==> src/rtl/synth_pkg.sv <==
// rtl/synth_pkg.sv - shared constants for the synth envelope and tick logic
// Contents: level width, level ceiling, default tick divisor, ADSR state codes.
package synth_pkg;

    localparam int LEVEL_W = 6;
    localparam logic [LEVEL_W-1:0] LEVEL_MAX = 6'd63;

    // 1 ms envelope tick at a 50 MHz system clock
    localparam int TICK_DIV_DEFAULT = 50000;

    localparam logic [2:0] ST_IDLE    = 3'd0;
    localparam logic [2:0] ST_ATTACK  = 3'd1;
    localparam logic [2:0] ST_DECAY   = 3'd2;
    localparam logic [2:0] ST_SUSTAIN = 3'd3;
    localparam logic [2:0] ST_RELEASE = 3'd4;

endpackage

==> src/rtl/tick_divider.sv <==
// rtl/tick_divider.sv - free-running divider producing a one-cycle tick every TICK_DIV clocks
// Ports: clk (system clock), reset (sync, active-low), tick (high while the count is TICK_DIV-1).
module tick_divider #(
    parameter int TICK_DIV = synth_pkg::TICK_DIV_DEFAULT
) (
    input  logic clk,
    input  logic reset,
    output logic tick
);

    localparam int CNT_W = (TICK_DIV > 2) ? $clog2(TICK_DIV) : 1;
    localparam logic [CNT_W-1:0] LAST = CNT_W'(TICK_DIV - 1);

    logic [CNT_W-1:0] cnt_q, cnt_d;
    logic             tick_q, tick_d;

    always_comb begin
        cnt_d  = (cnt_q == LAST) ? '0 : cnt_q + CNT_W'(1);
        // tick is registered alongside the count so it is high exactly while cnt_q == LAST
        tick_d = (cnt_d == LAST);
    end

    always_ff @(posedge clk) begin
        if (!reset) begin
            cnt_q  <= '0;
            tick_q <= 1'b0;
        end else begin
            cnt_q  <= cnt_d;
            tick_q <= tick_d;
        end
    end

    assign tick = tick_q;

endmodule

==> src/rtl/adsr_envelope_ctrl.sv <==
// rtl/adsr_envelope_ctrl.sv - ADSR envelope sequencer driving the ALU amplitude input
// Ports: clk, reset (sync, active-low), note_in (gate), amplitude/attack/decay/sustain/rel (6-bit settings),
//        env_level (6-bit level), adsr_state (3-bit state), active (state != IDLE), tick (envelope tick pulse).
module adsr_envelope_ctrl
    import synth_pkg::*;
#(
    parameter int TICK_DIV = TICK_DIV_DEFAULT
) (
    input  logic               clk,
    input  logic               reset,
    input  logic               note_in,
    input  logic [LEVEL_W-1:0] amplitude,
    input  logic [LEVEL_W-1:0] attack,
    input  logic [LEVEL_W-1:0] decay,
    input  logic [LEVEL_W-1:0] sustain,
    input  logic [LEVEL_W-1:0] rel,
    output logic [LEVEL_W-1:0] env_level,
    output logic [2:0]         adsr_state,
    output logic               active,
    output logic               tick
);

    localparam int XW = LEVEL_W + 1;

    logic               tick_w;
    logic               gate_q;
    logic [2:0]         state_q, state_d;
    logic [LEVEL_W-1:0] env_q, env_d;
    logic               rise, fall;

    // one extra bit so sums and thresholds never wrap
    logic [XW-1:0] env_x, amp_x, att_x, dec_x, rel_x, sus_x, sum_x, dec_thr_x;

    tick_divider #(.TICK_DIV(TICK_DIV)) u_tick_divider (
        .clk   (clk),
        .reset (reset),
        .tick  (tick_w)
    );

    assign rise = note_in & ~gate_q;
    assign fall = ~note_in & gate_q;

    assign env_x     = {1'b0, env_q};
    assign amp_x     = {1'b0, amplitude};
    assign dec_x     = {1'b0, decay};
    // zero attack/release rates would stall the envelope, so they step by one instead
    assign att_x     = (attack == '0) ? XW'(1) : {1'b0, attack};
    assign rel_x     = (rel == '0) ? XW'(1) : {1'b0, rel};
    assign sus_x     = (sustain < amplitude) ? {1'b0, sustain} : {1'b0, amplitude};
    assign sum_x     = env_x + att_x;
    assign dec_thr_x = sus_x + dec_x;

    always_comb begin
        state_d = state_q;
        env_d   = env_q;
        if (state_q > ST_RELEASE) begin
            state_d = ST_IDLE;
            env_d   = '0;
        end else if (rise) begin
            // retrigger keeps the current level to avoid an audible click
            state_d = ST_ATTACK;
        end else if (fall && (state_q == ST_ATTACK || state_q == ST_DECAY || state_q == ST_SUSTAIN)) begin
            state_d = ST_RELEASE;
        end else if (tick_w) begin
            case (state_q)
                ST_IDLE: env_d = '0;
                ST_ATTACK: begin
                    if (sum_x >= amp_x) begin
                        env_d   = amplitude;
                        state_d = ST_DECAY;
                    end else begin
                        env_d = sum_x[LEVEL_W-1:0];
                    end
                end
                ST_DECAY: begin
                    if (decay == '0 || env_x <= dec_thr_x) begin
                        env_d   = sus_x[LEVEL_W-1:0];
                        state_d = ST_SUSTAIN;
                    end else begin
                        env_d = env_q - decay;
                    end
                end
                // re-evaluated every tick so live sustain/amplitude edits are followed
                ST_SUSTAIN: env_d = sus_x[LEVEL_W-1:0];
                ST_RELEASE: begin
                    if (env_x <= rel_x) begin
                        env_d   = '0;
                        state_d = ST_IDLE;
                    end else begin
                        env_d = env_q - rel_x[LEVEL_W-1:0];
                    end
                end
                default: ;
            endcase
        end
    end

    always_ff @(posedge clk) begin
        if (!reset) begin
            gate_q  <= 1'b0;
            state_q <= ST_IDLE;
            env_q   <= '0;
        end else begin
            gate_q  <= note_in;
            state_q <= state_d;
            env_q   <= env_d;
        end
    end

    assign env_level  = env_q;
    assign adsr_state = state_q;
    assign active     = (state_q != ST_IDLE);
    assign tick       = tick_w;

endmodule

==> config.mk <==
export PLATFORM = sky130hd
export DESIGN_NAME = adsr_envelope_ctrl
export DESIGN_NICKNAME = d
export VERILOG_FILES = /design/src/rtl/synth_pkg.sv /design/src/rtl/tick_divider.sv /design/src/rtl/adsr_envelope_ctrl.sv
export SDC_FILE = /design/constraint.sdc
export NUM_CORES = 1
export LEC_CHECK = 0
export BUFFER_PORTS_ARGS = -buffer_cell sky130_fd_sc_hd__buf_2
export CORE_UTILIZATION = 59
export DETAILED_ROUTE_END_ITERATION = 7
export GPL_ROUTABILITY_DRIVEN = 0
export MAX_ROUTING_LAYER = met4
export PLACE_DENSITY_LB_ADDON = 0.25
export REMOVE_ABC_BUFFERS = 1
export SLEW_MARGIN = 30
export SYNTH_ARGS = -nofsm -noshare
export SYNTH_HDL_FRONTEND = slang
export SYNTH_SLANG_ARGS = --single-unit
==> constraint.sdc <==
create_clock -name clk -period 4.3 [get_ports clk]
set_clock_uncertainty 0.1 [all_clocks]
set_input_delay 0.43 -clock clk [delete_from_list [all_inputs] [get_ports clk]]
set_output_delay 0.43 -clock clk [all_outputs]
set_load 0.005 [all_outputs]
* Word level (Yosys, flattened, before mapping)
Index checks and enable logic that the tools add are counted.
** Cells by class
- $lt $le $gt $ge :: 5
- Multiplexer cells :: 15
- Bitwise gates (word level) :: 7
- Equality and inequality tests :: 15
- $add $sub $neg :: 5
- Reduce and logical (&&, ||, !) cells :: 22
** Operators by type and width (number)
- 2-to-1 mux 6 bit :: 6
- == test 16 bit, second input constant :: 2
- one-hot mux 6 bit (5 select lines) :: 1
- logical NOT 6 bit :: 3
- adder 16 x 1 -> 16 bit, second input constant :: 1
- 2-to-1 mux 16 bit :: 1
- 2-to-1 mux 3 bit :: 5
- AND reduction 5 bit :: 3
- adder 6 x 6 -> 7 bit :: 2
- subtractor 6 bit :: 2
- nonzero test 5 bit :: 2
- one-hot mux 3 bit (3 select lines) :: 1
- nonzero test 3 bit :: 3
- != test 4 x 2 -> 1 bit, second input constant :: 2
- >= comparator 7 x 6 -> 1 bit :: 1
- less-or-equal comparator 6 x 7 -> 1 bit :: 1
- == test 3 x 2 -> 1 bit, second input constant :: 2
- less-or-equal comparator 6 bit :: 1
- < comparator 6 bit :: 1
- != test 3 x 1 -> 1 bit, second input constant :: 2
- NOT 1 bit :: 5
- != test 2 x 1 -> 1 bit, second input constant :: 2
- != test 4 bit, second input constant :: 1
- AND reduction 4 bit :: 1
- 15 further kinds :: 18
** Storage, ports and cells
- Input bits :: 33
- Register bits after elaboration :: 27
- Word-level logic and storage cells :: 76

* Longest topological paths before layout
- Depth in word-level cells :: 10
- Gate-level depth with buffers :: 19
- Mapped depth without buffers :: 19

* By module
Synthesis repeated with hierarchy kept, for this count alone.
** Unflattened totals
- Cell total of the unflattened synthesis :: 396
- Area, all modules :: 3141.8 um^2
** Modules (own cells, without submodules)
- adsr_envelope_ctrl :: instances 1, sequential area each 200.2 um^2, area each 2279.7 um^2, cells an instance 297
- tick_divider :: instances 1, sequential area each 340.3 um^2, area each 862.1 um^2, cells an instance 99

* Least setup slack after synthesis
No wires, ideal clock.
- Path kind :: input to register
- Start point :: input port amplitude[1]
- End point :: register env_q[0], in the netlist env_level[0]
- Arrival :: 3835 ps
- Path buffers :: 0
- Stages :: 18
- Setup slack :: 245 ps
- Cells stage by stage :: inv_1 ha_1 a211oi_1 o211a_1 nor3_1 or2_2 ha_1 a21oi_1 inv_1 a21oi_1 xor2_1 ha_1 nand3_1 nor2_1 nor4_1 a31o_2 a31oi_1 o31a_1
** On the way
- Longest elaborated chain between the ends :: 7
** Ends and longest elaborated chain
- from (decl) :: line adsr_envelope_ctrl.sv:12 : input logic [LEVEL_W-1:0] amplitude,
- < comparator 6 bit :: line adsr_envelope_ctrl.sv:49 : assign sus_x = (sustain < amplitude) ? {1'b0, sustain} : {1'b0, amplitude};
- 2-to-1 mux 6 bit :: line adsr_envelope_ctrl.sv:49
- adder 6 x 6 -> 7 bit :: line adsr_envelope_ctrl.sv:51 : assign dec_thr_x = sus_x + dec_x;
- less-or-equal comparator 6 x 7 -> 1 bit :: line adsr_envelope_ctrl.sv:76 : if (decay == '0 || env_x <= dec_thr_x) begin
- logical OR 1 bit :: line adsr_envelope_ctrl.sv:76
- 2-to-1 mux 6 bit :: line adsr_envelope_ctrl.sv:76
- one-hot mux 6 bit (5 select lines) (*) :: line adsr_envelope_ctrl.sv:65 : case (state_q)
- to (signal assigned) :: line adsr_envelope_ctrl.sv:106 : env_q <= env_d;
- to (decl) :: line adsr_envelope_ctrl.sv:28 : logic [LEVEL_W-1:0] env_q, env_d;
Every way passes the cells marked *; elsewhere a longest branch is shown, timed or not.
A chain may end at the register's enable or synchronous reset.

* Worst setup path after layout
- Start point :: input port amplitude[1]
- End point :: register env_q[4], in the netlist env_level[4]
The elaborated chain is that of the path after synthesis.

==> results.json <==
{
  "status": "completed",
  "max_freq_mhz": 247.8,
  "cts_setup_buffers": 0,
  "ys_top_cells_by_area": "dfxtp_1 (17%), ha_1 (17%), o21ai_0 (4.4%)",
  "nets": 517,
  "ios": 44,
  "slowest_delay_ps": 330,
  "syn_to_final_growth_pct": 14.23,
  "drive_above_1_share_pct": 18.81,
  "synth_cell_type_count": 63,
  "worstMarginPinSlew_ps": 430.9,
  "crit_arrival_ps": 4120,
  "num_rows": 26,
  "grt_start_max_net_pins": 17,
  "synth-async-reset-ratio_pct": 0,
  "cts_tree": "done",
  "grt-ovfl-total": 0,
  "power_mw": 0.6729,
  "grt_pass1_wl_mm": 12.74,
  "antenna_found_initial": 0,
  "vias": 3062,
  "whs_ps": 268.3,
  "crit_slowest_cell": "a211oi_2",
  "ir_worst_vdd_uv": 171.6,
  "dieHeight_um": 74.52,
  "final_util_pct": 69.85,
  "clk_pin_slew_worst_paths_ps": 110,
  "dpl_cell_area_mm2": 0.003432,
  "ctsRootBufferMaster": "clkbuf_8",
  "min_period_ps": 4036,
  "critPathKind": "input pin to flip-flop",
  "fin_setup_tns_ps": 0,
  "fp.dieW_um": 74.52,
  "synth_ff_type": "dfxtp_1",
  "clkLatencyLatePin_ps": 280,
  "diodes": 0,
  "hold_path_class": "input pin to flip-flop",
  "netlist_instances": 389,
  "dieArea_mm2": 0.005553,
  "start_util_pct": 61.14,
  "drt_pass1_iterations": 4,
  "crit_path_end_kind": "flip-flop",
  "crit_chain": "buf_2 > inv_1 > ha_1 > a211oi_2 > o211a_1 > nor3_1 > or2_2 > ha_4 > a21oi_2 > inv_1 > a21oi_1 > xor2_1 > ha_1 > nand3_1 > nor2_1 > nor4_1 > buf_4 > a31o_2 > a21oi_1 > o31a_1",
  "dp_hpwl_mm": 6.267,
  "layout_common_cells": "buf_2 (43), ha_1 (41), nor2_1 (32)",
  "synth_warnings": 0,
  "clock_sinks": 27,
  "yosysSeqAreaShare_pct": 17.42,
  "vias_per_cell": 6.051,
  "cap_violations": 0,
  "hold_buffers": 0,
  "ys_ff_latch": 27,
  "drc": 0,
  "grt_pass1_vias": 2782,
  "wl_per_cell_um": 15.45,
  "drtIter0Drc": 229,
  "crit_required_ps": 4380,
  "hold_violations": 0,
  "slew_viol_final": 0,
  "cts_max_path_buffers": 2,
  "yosysTopAreaCell": "dfxtp_1",
  "synth_top_area_share_pct": 17.42,
  "wl_mm": 7.819,
  "setup-violations-final": 0,
  "maxSlewHeadroom_pct": 70.53,
  "finalInstanceArea_mm2": 0.003545,
  "cts_buffers": 3,
  "syn_area_mm2": 0.003103,
  "h-tree-depth": 1,
  "io_buffer_count": 43,
  "r2r_slack_ps": 830,
  "p_per_area_mw_per_mm2": 189.8,
  "core-area_mm2": 0.005075,
  "layout_commonest_cell": "buf_2",
  "syn_avg_cell_area_um2": 7.977,
  "grt_use_total_pct": 30.31,
  "synth_edf_count": 0,
  "postRouteAntennaNets": 0,
  "p_leak_nw": 1.637,
  "crit_fanout": 6,
  "start_kind": "input pin",
  "fin_crit_sh_pct": 93.85
}
sequential cells by signal, indices dropped and copies added, names as in the netlist:
name / flops
adsr_state: 3
env_level: 6
gate_q: 1
u_tick_divider.cnt_q: 16
u_tick_divider.tick: 1
metal layers:
layer  up-vias  GRT usage [%]  share of wire [%]
li1       1526              -                  -
met1      1415          41.04                 48
met2       108          48.65                 46
met3        13          3.930                5.0
met4         0          5.451                1.3
met5         -              -                  0
synthesized netlist by cell type, drive strengths merged, types with 3 or more instances:
| library cell | n |
|---|---|
| ha | 43 |
| nor2 | 33 |
| inv | 29 |
| o21ai | 28 |
| dfxtp | 27 |
| nand2 | 26 |
| a21oi | 21 |
| nand3 | 18 |
| xnor2 | 13 |
| xor2 | 12 |
| nor2b | 11 |
| a21o | 10 |
| nor3 | 10 |
| a31oi | 8 |
| a211oi | 6 |
| and3 | 5 |
| clkbuf | 5 |
| mux2i | 5 |
| nand2b | 5 |
| nand4 | 5 |
| o31a | 5 |
| fa | 4 |
| o21a | 4 |
| or2 | 4 |
| a211o | 3 |
| and2 | 3 |
| buf | 3 |
| nand4b | 3 |
| nor4 | 3 |
| o31ai | 3 |
worst paths after layout:
check                                           from                                 end  cells after the start
setup / recovery                        amplitude[1]           env_level[4]$_SDFFE_PP0P_                     20
hold / removal                               note_in                   gate_q$_SDFF_PN0_                      2
setup reg to reg           env_level[1]$_SDFFE_PP0P_           env_level[0]$_SDFFE_PP0P_                     12
hold reg to reg   u_tick_divider.cnt_q[0]$_SDFF_PN0_  u_tick_divider.cnt_q[0]$_SDFF_PN0_                      1
repair_timing:
| item | CTS | global route |
|---|---|---|
| setup endpoints to repair | 0 | 8 |
| endpoints found under the hold margin | 0 | 0 |
| resized for setup | 0 | 13 |
cell type report:
cell class | instances | area, um^2
Multi-Input combinational cell | 325 | 2484
Timing Repair Buffer | 51 | 275.3
Clock buffer | 3 | 41.29
Inverter | 29 | 108.9
Tap cell | 70 | 87.58
Fill cell | 423 | 1530
Sequential cell | 27 | 540.5
Clock inverter | 1 | 7.507
per-stage QoR:
stage	worst slack, ps	cells
2_1_floorplan	245.0	381
3_3_place_gp	12.55	502
3_5_place_dp	-150.1	502
4_1_cts	154.0	506
5_1_grt	-12.97	506
6_report	264.3	506
logic make-up (layout without fill, tap and decap cells):
logic type | after synthesis | in the layout | share of synthesized area (%)
and+or+nand+nor | 135 | 135 | 23.51
AOI/OAI and AO/OA | 112 | 112 | 25.40
adders and majority gates | 47 | 47 | 19.92
buffers and inverters | 37 | 84 | 4.597
DFF | 27 | 27 | 17.42
xor gates and xnor gates | 25 | 25 | 7.056
muxes | 6 | 6 | 2.097
worst max-delay path: cells and delay by family:
family / cells / cell delay [ps]
xor+xnor: 1 / 190
compound gates: 7 / 1510
buf+inv: 4 / 370
fa+ha+maj: 3 / 800
simple gates: 5 / 840
power breakdown:
group | total, mW | switching (mW) | internal, mW | leakage [nW]
logic | 0.257 | 0.142 | 0.115 | 1.40
clock network | 0.157 | 0.0907 | 0.0661 | 0.0217
registers | 0.259 | 0.00525 | 0.254 | 0.219
Note: power is estimated with default switching activity, not from simulation.
